`config.mk`:
```
export PLATFORM = sky130hd
export DESIGN_NAME = exu_wbck_sched
export DESIGN_NICKNAME = d
export VERILOG_FILES = /design/src/rtl/exu_wbck_sched_pkg.sv /design/src/rtl/exu_wbck_scoreboard.sv /design/src/rtl/sirv_gnrl_dffs.sv /design/src/rtl/exu_wbck_sched.sv
export SDC_FILE = /design/constraint.sdc
export NUM_CORES = 1
export LEC_CHECK = 0
export ABC_AREA = 1
export CORE_MARGIN = 2
export CORE_UTILIZATION = 42
export CTS_CLUSTER_SIZE = 30
export DETAILED_ROUTE_END_ITERATION = 16
export PLACE_DENSITY_LB_ADDON = 0.15
export SLEW_MARGIN = 20
export SYNTH_ARGS = -nofsm -noshare
export SYNTH_HDL_FRONTEND = slang
export SYNTH_SLANG_ARGS = --single-unit
export TNS_END_PERCENT = 5
```
`constraint.sdc`:
```
create_clock -name clk -period 1.66 [get_ports clk]
set_input_delay 0.332 -clock clk [delete_from_list [all_inputs] [get_ports clk]]
set_output_delay 0.332 -clock clk [all_outputs]
set_load 0.1 [all_outputs]
```
`src/rtl/exu_wbck_sched_pkg.sv`:
```
// Shared write-back constants and types for the integer register file write port.
// Also holds a helper that sizes the starvation counter.
package exu_wbck_sched_pkg;

    localparam int E203_XLEN            = 32;
    localparam int E203_RFIDX_W         = 5;
    localparam int E203_RFREG_NUM       = 32;
    localparam int E203_WBCK_STARVE_MAX = 4;

    typedef enum logic [1:0] {
        GNT_NONE = 2'd0,
        GNT_ALU  = 2'd1,
        GNT_LNG  = 2'd2
    } wbck_gnt_e;

    // Counter must be able to hold the value max_cnt itself.
    function automatic int starve_cnt_w(input int max_cnt);
        return (max_cnt < 1) ? 1 : $clog2(max_cnt + 1);
    endfunction

endpackage

```
`src/rtl/exu_wbck_scoreboard.sv`:
```
// Pending-write scoreboard for outstanding long-pipe results, plus the issue-side
// RAW/WAW hazard check against both the scoreboard and the registered output stage.
module exu_wbck_scoreboard
    import exu_wbck_sched_pkg::*;
#(
    parameter int RFIDX_W   = E203_RFIDX_W,
    parameter int RFREG_NUM = E203_RFREG_NUM
) (
    input  logic               clk,
    input  logic               rst_n,
    input  logic               sb_set_valid,
    output logic               sb_set_ready,
    input  logic [RFIDX_W-1:0] sb_set_idx,
    input  logic               clr_valid,
    input  logic [RFIDX_W-1:0] clr_idx,
    input  logic [RFIDX_W-1:0] chk_src1_idx,
    input  logic [RFIDX_W-1:0] chk_src2_idx,
    input  logic [RFIDX_W-1:0] chk_dest_idx,
    input  logic               ostg_wen,
    input  logic [RFIDX_W-1:0] ostg_idx,
    input  logic [RFIDX_W-1:0] probe_idx,
    output logic               probe_pending,
    output logic               dep_hazard
);

    logic [RFREG_NUM-1:0] pending;
    logic [RFREG_NUM-1:0] pending_nxt;
    logic [RFREG_NUM-1:0] set_mask;
    logic [RFREG_NUM-1:0] clr_mask;
    logic                 pending_ld;
    logic                 src1_hit;
    logic                 src2_hit;
    logic                 dest_hit;

    // A set is only accepted while the bit is clear, so it can never collide with a clear.
    assign sb_set_ready = !pending[sb_set_idx];

    always_comb begin
        set_mask = '0;
        clr_mask = '0;
        if (sb_set_valid && sb_set_ready && (sb_set_idx != '0)) begin
            set_mask[sb_set_idx] = 1'b1;
        end
        if (clr_valid) begin
            clr_mask[clr_idx] = 1'b1;
        end
    end

    assign pending_nxt = (pending | set_mask) & ~clr_mask & {{(RFREG_NUM-1){1'b1}}, 1'b0};
    assign pending_ld  = |(set_mask | clr_mask);

    sirv_gnrl_dfflr_sync #(.DW(RFREG_NUM)) u_pending_dff (
        .clk   (clk),
        .rst_n (rst_n),
        .lden  (pending_ld),
        .dnxt  (pending_nxt),
        .qout  (pending)
    );

    // Sources also see the output stage because the register file has no bypass.
    assign src1_hit = (chk_src1_idx != '0)
                   && (pending[chk_src1_idx] || (ostg_wen && (ostg_idx == chk_src1_idx)));
    assign src2_hit = (chk_src2_idx != '0)
                   && (pending[chk_src2_idx] || (ostg_wen && (ostg_idx == chk_src2_idx)));
    assign dest_hit = (chk_dest_idx != '0) && pending[chk_dest_idx];

    assign dep_hazard    = src1_hit | src2_hit | dest_hit;
    assign probe_pending = pending[probe_idx];

endmodule

```
`src/rtl/sirv_gnrl_dffs.sv`:
```
// General-purpose D flip-flop with load enable and synchronous active-low reset to zero.
module sirv_gnrl_dfflr_sync #(
    parameter int DW = 32
) (
    input  logic          clk,
    input  logic          rst_n,
    input  logic          lden,
    input  logic [DW-1:0] dnxt,
    output logic [DW-1:0] qout
);

    always_ff @(posedge clk) begin
        if (!rst_n) begin
            qout <= '0;
        end else if (lden) begin
            qout <= dnxt;
        end
    end

endmodule

```
`src/rtl/exu_wbck_sched.sv`:
```
// Write-back scheduler: arbitrates ALU and long-pipe results onto the single
// register file write port through a one-cycle registered output stage.
module exu_wbck_sched
    import exu_wbck_sched_pkg::*;
#(
    parameter int XLEN       = E203_XLEN,
    parameter int RFIDX_W    = E203_RFIDX_W,
    parameter int RFREG_NUM  = E203_RFREG_NUM,
    parameter int STARVE_MAX = E203_WBCK_STARVE_MAX
) (
    input  logic               clk,
    input  logic               rst_n,
    input  logic               alu_wbck_valid,
    output logic               alu_wbck_ready,
    input  logic [RFIDX_W-1:0] alu_wbck_idx,
    input  logic [XLEN-1:0]    alu_wbck_dat,
    input  logic               lng_wbck_valid,
    output logic               lng_wbck_ready,
    input  logic [RFIDX_W-1:0] lng_wbck_idx,
    input  logic [XLEN-1:0]    lng_wbck_dat,
    input  logic               sb_set_valid,
    output logic               sb_set_ready,
    input  logic [RFIDX_W-1:0] sb_set_idx,
    input  logic [RFIDX_W-1:0] chk_src1_idx,
    input  logic [RFIDX_W-1:0] chk_src2_idx,
    input  logic [RFIDX_W-1:0] chk_dest_idx,
    output logic               dep_hazard,
    output logic               wbck_dest_wen,
    output logic [RFIDX_W-1:0] wbck_dest_idx,
    output logic [XLEN-1:0]    wbck_dest_dat
);

    localparam int CNT_W = starve_cnt_w(STARVE_MAX);

    wbck_gnt_e          gnt;
    logic [CNT_W-1:0]   starve_cnt;
    logic [CNT_W-1:0]   starve_nxt;
    logic               starved;
    logic               grant;
    logic [RFIDX_W-1:0] sel_idx;
    logic [XLEN-1:0]    sel_dat;
    logic               wen_nxt;
    logic               alu_dest_pending;

    assign starved = (starve_cnt == CNT_W'(STARVE_MAX));

    // ALU has priority unless the long pipe has lost STARVE_MAX times in a row.
    always_comb begin
        gnt = GNT_NONE;
        if (lng_wbck_valid && (starved || !alu_wbck_valid)) begin
            gnt = GNT_LNG;
        end else if (alu_wbck_valid) begin
            gnt = GNT_ALU;
        end
    end

    assign alu_wbck_ready = rst_n && (gnt == GNT_ALU);
    assign lng_wbck_ready = rst_n && (gnt == GNT_LNG);

    always_comb begin
        starve_nxt = '0;
        if (lng_wbck_valid && !lng_wbck_ready) begin
            starve_nxt = starved ? starve_cnt : starve_cnt + CNT_W'(1);
        end
    end

    sirv_gnrl_dfflr_sync #(.DW(CNT_W)) u_starve_dff (
        .clk   (clk),
        .rst_n (rst_n),
        .lden  (1'b1),
        .dnxt  (starve_nxt),
        .qout  (starve_cnt)
    );

    // ---- output stage: grant registered onto the register file port ----
    assign grant   = alu_wbck_ready | lng_wbck_ready;
    assign sel_idx = lng_wbck_ready ? lng_wbck_idx : alu_wbck_idx;
    assign sel_dat = lng_wbck_ready ? lng_wbck_dat : alu_wbck_dat;
    assign wen_nxt = grant && (sel_idx != '0);

    sirv_gnrl_dfflr_sync #(.DW(1)) u_wen_dff (
        .clk   (clk),
        .rst_n (rst_n),
        .lden  (1'b1),
        .dnxt  (wen_nxt),
        .qout  (wbck_dest_wen)
    );

    sirv_gnrl_dfflr_sync #(.DW(RFIDX_W)) u_idx_dff (
        .clk   (clk),
        .rst_n (rst_n),
        .lden  (grant),
        .dnxt  (sel_idx),
        .qout  (wbck_dest_idx)
    );

    sirv_gnrl_dfflr_sync #(.DW(XLEN)) u_dat_dff (
        .clk   (clk),
        .rst_n (rst_n),
        .lden  (grant),
        .dnxt  (sel_dat),
        .qout  (wbck_dest_dat)
    );

    exu_wbck_scoreboard #(
        .RFIDX_W   (RFIDX_W),
        .RFREG_NUM (RFREG_NUM)
    ) u_scoreboard (
        .clk           (clk),
        .rst_n         (rst_n),
        .sb_set_valid  (sb_set_valid),
        .sb_set_ready  (sb_set_ready),
        .sb_set_idx    (sb_set_idx),
        .clr_valid     (lng_wbck_valid && lng_wbck_ready),
        .clr_idx       (lng_wbck_idx),
        .chk_src1_idx  (chk_src1_idx),
        .chk_src2_idx  (chk_src2_idx),
        .chk_dest_idx  (chk_dest_idx),
        .ostg_wen      (wbck_dest_wen),
        .ostg_idx      (wbck_dest_idx),
        .probe_idx     (alu_wbck_idx),
        .probe_pending (alu_dest_pending),
        .dep_hazard    (dep_hazard)
    );

    // Issue must never let an ALU op write a register with a long-pipe write outstanding.
    alu_wr_pending_chk: assert property (@(posedge clk) disable iff (!rst_n)
        !(alu_wbck_valid && alu_wbck_ready && alu_dest_pending));

endmodule

```
* Word-level counts from Yosys, hierarchy flattened
Cells that the tools add are included.
Word-level totals: output and inout port bits 42, latch bits 0, bits in registers 72, memory bits (read-only) 0, RAM bits 0, memories 0
Operators by class: divide/modulo/power cells 0, shift operators 0, equality and inequality tests 5, reductions and logical operators 28, order comparisons 7, bitwise logic cells 7, add/sub/neg operators 1, multipliers 0, multiplexer cells 18
Operators with widths (number):
- $mux 32 | 3
- $or 32x32->32 | 2
- $and 32x32->32 | 1
- $not 32->32 | 1
- $reduce_or 32->1 | 1
- $lt 5x6->1 const B | 5
- $reduce_bool 5->1 | 5
- $bmux 1 s5 | 4
- $logic_and 1x1->1 | 15
- $demux 1 s5 | 2
- $eq 5x5->1 | 2
- $ge 5x1->1 const B | 2
- $mux 1 | 7
- $mux 5 | 1
- $add 3x1->3 const B | 1
- $eq 3x3->1 const B | 1
- $logic_not 1->1 | 3
- $logic_or 1x1->1 | 3
- $or 1x1->1 | 3
- $eq 2x1->1 const B | 1
- $eq 2x2->1 const B | 1
- $mux 2 | 1
- $reduce_and 2->1 | 1

* Longest topological paths before layout
depth in word-level cells 10, depth in mapped cells 14, mapped depth without buffers 12

* By module
A second synthesis with hierarchy kept.
Second synthesis, totals: cell total of the unflattened synthesis 1161, area total of the unflattened synthesis 6336.1 µm²
By module, submodules not included:
- sirv_gnrl_dfflr_sync at u_dat_dff ... | cells an instance 202, sequential area each 640.6 µm², times used 2, area an instance 1335.0 µm²
- exu_wbck_scoreboard | cells an instance 547, sequential area each 0.0 µm², times used 1, area an instance 2625.0 µm²
- exu_wbck_sched | cells an instance 155, sequential area each 0.0 µm², times used 1, area an instance 678.2 µm²
- sirv_gnrl_dfflr_sync at u_idx_dff | cells an instance 31, sequential area each 100.1 µm², times used 1, area an instance 205.2 µm²
- sirv_gnrl_dfflr_sync at u_starve_dff | cells an instance 18, sequential area each 60.1 µm², times used 1, area an instance 116.4 µm²
- sirv_gnrl_dfflr_sync at u_wen_dff | cells an instance 6, sequential area each 20.0 µm², times used 1, area an instance 41.3 µm²

* Worst setup path after synthesis
No wires, ideal clock.
kind register to output, from register u_idx_dff.qout[3], to output dep_hazard, slack -1.015 ns, data required time 1.328 ns, data arrival time 2.343 ns, stages on the path, launching flop included 7, cell sequence dfxtp_1 > inv_1 > a221oi_1 > nand3_1 > nand3_1 > nand2_1 > nand3_1
Between the ends: word-level cells in the longest chain between the ends 6, elaborated cells on any way between the ends 10, those cells by class eq/ne: 2; bitwise: 2; reduce/logical: 6
RTL lines:
- start, declared | RTL line sirv_gnrl_dffs.sv:9 | output logic [DW-1:0] qout
- start signal, assigned | RTL line sirv_gnrl_dffs.sv:16 | qout <= dnxt;
- $eq 5x5->1, on equally long branches | RTL line exu_wbck_scoreboard.sv:62, exu_wbck_scoreboard.sv:64
- $logic_and 1x1->1, on equally long branches | RTL line exu_wbck_scoreboard.sv:62, exu_wbck_scoreboard.sv:64
- $logic_or 1x1->1, on equally long branches | RTL line exu_wbck_scoreboard.sv:62, exu_wbck_scoreboard.sv:64
- $logic_and 1x1->1, on equally long branches | RTL line exu_wbck_scoreboard.sv:62, exu_wbck_scoreboard.sv:64
- $or 1x1->1 (*) (2 in a row) | RTL line exu_wbck_scoreboard.sv:67 | assign dep_hazard = src1_hit | src2_hit | dest_hit;
- end, declared | RTL line exu_wbck_sched.sv:27 | output logic dep_hazard,
Every way passes the cells marked *; elsewhere a longest branch is shown, timed or not.

* Worst setup path after layout
from register u_scoreboard.u_pending_dff.qout[1], to output dep_hazard
Between the ends: word-level cells in the longest chain between the ends 6, elaborated cells on any way between the ends 13, those cells by class mux: 6; bitwise: 2; reduce/logical: 5
RTL lines (RTL line):
- start, declared | sirv_gnrl_dffs.sv:9
- start signal, assigned | sirv_gnrl_dffs.sv:16
- $bmux 1 s5, on equally long branches | exu_wbck_scoreboard.sv:62, exu_wbck_scoreboard.sv:64
- $mux 1, on equally long branches | exu_wbck_scoreboard.sv:62, exu_wbck_scoreboard.sv:64
- $logic_or 1x1->1, on equally long branches | exu_wbck_scoreboard.sv:62, exu_wbck_scoreboard.sv:64
- $logic_and 1x1->1, on equally long branches | exu_wbck_scoreboard.sv:62, exu_wbck_scoreboard.sv:64
- $or 1x1->1 | exu_wbck_scoreboard.sv:67
- $or 1x1->1 (*) | exu_wbck_scoreboard.sv:67
Every way passes the cells marked *; elsewhere a longest branch is shown, timed or not. The select of a mux whose other input is x is not followed.

==> metrics.md <==
| Metric | Value |
|---|---|
| Commonest non-fill, non-tap cell in the layout | `nand2_1` |
| Cell Pwr Density | `733 nW/µm²` |
| CP Launch Type | `register` |
| Vias/cell | `approximately 5.5` |
| # DRC | `0` |
| Final Max Tran Viols | `0` |
| Ports | `141` |
| Worst-margin pin slew | `between 0.6 and 0.7 ns` |
| CTS root buffer | `clkbuf_16` |
| Fmax | `between 400 and 500 MHz` |
| Cell taking the most area after synthesis | `dfxtp_1` |
| Overall power | `~6.2 mW` |
| First-pass GRT wire length | `~32000 µm` |
| Die Ht | `111 µm` |
| Routed length per instance | `approximately 18 µm` |
| Starting Density | `between 40% and 50%` |
| Final worst-path cycle share | `124%` |
| Synth warnings | `0` |
| Final net count | `approximately 1.1k` |
| CTS tree | `built` |
| Post-synth EDFFs | `0` |
| Violated checks | `negative setup slack` |
| P&R area growth vs syn | `77.5%` |
| Vias in the first global route | `approximately 6.3k` |
| Number of antenna violations at the first check in global routing | `0` |
| Routed via count | `approximately 6.5k` |
| Row cnt | `38` |
| Worst path arrival time | `around 1.7 ns` |
| Synth top area share | `a little under a third` |
| Worst-path maximum fanout | `2` |
| Crit-path most repeated cell | `nand2_1` |
| Register area share after synthesis | `between 30% and 40%` |
| Synth top area cells | `dfxtp_1, nand2_1, nand3_1` |
| WP data required | `around 1.3 ns` |
| Die width | `111 µm` |
| Largest net degree at the start of global routing | `42` |
| Clock Tree Buf Depth | `2` |
| Static Leak | `3.78 nW` |
| Worst hold slack | `a little under 0.5 ns` |
| Clock sinks | `72` |
| Worst Setup End Kind | `output pin` |
| Syn Nets | `between 800 and 900` |
| # hold bufs at CTS | `0` |
| Total grt overflow | `0` |
| Dominant synthesized flop cell | `dfxtp_1` |
| Most frequent cells in the layout | `nand2_1, buf_4, clkdlybuf4s50_1, nand3_1, inv_1` |
| Async SR Flop Fraction | `0%` |
| Crit-path max cell delay | `approximately 0.33 ns` |
| DP Wirelength | `~15000 µm` |
| CP max-delay cell | `dfxtp_2` |
| Routability cong. | `0.992` |
| Yosys cell types | `30` |
| Endpoints failing hold | `0` |
| Final Setup Violations | `between 60 and 70` |
| H-tree depth | `3` |
| Total GRT Usage | `about 33%` |
| Die Area | `12300 µm²` |
| Setup slack after layout | `-0.391 ns` |
| Avg Inst Size Synth | `~6.2 µm²` |
| Slew HR | `between 50% and 60%` |
| Clock skew | `0.00698 ns` |
| # port buffers | `140` |
| Post-route antenna net violation count | `0` |
| Clock-pin slew on the worst setup and hold paths | `about 0.06 ns` |
| Clock Latency Late Sink | `approximately 0.34 ns` |
| Synthesis-stage register bit count | `72` |
| HP Class | `register to register` |
| Cells after Synth | `between 700 and 800` |
| Number of DRC markers in iteration 0 | `between 600 and 700` |
| RSZ-0062 raised after global routing | `yes` |
| Share of layout cells above drive strength 1 | `a little under two fifths` |
| Maxcap violations | `0` |
| CTS buffer count | `9` |
| TritonRoute pass-1 iters | `5` |
| Worst vdd ir | `~0.73 mV` |
| Final wirelength | `approximately 21000 µm` |
| WS Path Type | `register to output pin` |
| Status | `complete, but fails checks` |
| Post-route minimum period | `2.05 ns` |
| Core Footprint | `between 10000 and 15000 µm²` |
| Worst-path cell chain | `buf_4 > a21oi_1 > nand2_1 > nand3_1 > nand2_1 > nand2_1 > nand3_2 > nand2_2 > nand3_4 > buf_12` |
| Antenna Cells | `0` |
| Post-Syn Area | `around 4800 µm²` |
synthesized netlist by cell type, types with 2 or more instances:
cell type / instances
nand2_1: 237
inv_1: 108
nand3_1: 92
dfxtp_1: 72
o21ai_0: 42
a21oi_1: 38
o211ai_1: 33
a21oi_2: 30
nor2_1: 25
clkbuf_1: 17
nor3_1: 16
a31oi_1: 11
buf_2: 10
nand4_1: 8
o22ai_1: 6
buf_6: 5
buf_1: 4
nand2_2: 4
a22oi_1: 2
ha_1: 2
nor2_2: 2
o21ai_1: 2
xnor2_1: 2
through the flow:
step	utilization, %	area [µm²]	instances	setup TNS, ns	setup slack, ns
2_1_floorplan	-	4890	775	-0.290	-0.117
3_3_place_gp	70.3	7720	1143	-29.09	-0.711
3_5_place_dp	70.3	7720	1143	-30.34	-0.720
4_1_cts	74.9	8220	1164	-3.27	-0.308
5_1_grt	77.4	8500	1173	-11.42	-0.464
6_report	77.4	8500	1173	-5.47	-0.391
per-layer routing:
layer	vias up	global-route usage [%]	routed length, µm
met4	0	15.6	908
met2	347	54.2	10000
met1	2977	40.3	8080
li1	3063	-	-
met5	-	0	0
met3	67	6.51	1860
what timing repair did:
action	in CTS	in global routing
cloned	0	1
pin swaps	24	38
buffers inserted	5	9
endpoints found under the setup margin	62	72
gates resized for setup	120	93
critical path, delay by kind of cell, from the launching register on:
| kind | cells | cell delay [ns] |
|---|---|---|
| AND/OR/NAND/NOR | 7 | 0.59 |
| buffers and inverters | 2 | 0.31 |
| flip-flops | 1 | 0.33 |
| AO/OA/AOI/OAI | 1 | 0.14 |
flip-flops by register name, indices dropped and copies added, names as in the netlist:
register and cells:
u_dat_dff.qout 32, u_idx_dff.qout 5, u_scoreboard.u_pending_dff.qout 31, u_starve_dff.qout 3
u_wen_dff.qout 1
report_power, final:
part	leakage [nW]	switching, mW	internal, mW	total (mW)
clock	0.145	0.752	1.20	1.95
combinational	3.03	1.39	0.939	2.32
sequential	0.610	0.125	1.83	1.96
total	3.78	2.26	3.97	6.23
path summary, 6_finish.rpt:
kind	from	to	slack [ns]	depth (start not counted)
max	u_scoreboard.u_pending_dff.qout[1]	dep_hazard	-0.39	10
min	u_scoreboard.u_pending_dff.qout[24]	u_scoreboard.u_pending_dff.qout[24]	0.49	2
max reg2reg	u_starve_dff.qout[0]	u_scoreboard.u_pending_dff.qout[2]	-0.17	10
min reg2reg	u_scoreboard.u_pending_dff.qout[24]	u_scoreboard.u_pending_dff.qout[24]	0.49	2
area by class of cell:
type                       count  area, µm²
multi-input combinational    557       3070
timing repair buffer         279       3020
fill                         765       2480
sequential                    72       1500
inverter                     109        437
clock buffer                  11        243
tap                          140        175
clock inverter                 5       56.3
cell families after synthesis:
group,synth area share (%)
AO/OA/AOI/OAI,22.3
adder cells (fa/ha/maj),0.522
buffers and inverters,12.7
AND/OR/NAND/NOR,34.0
flip-flops,30.1
XOR/XNOR,0.366
(Power assumes the default switching activity.)
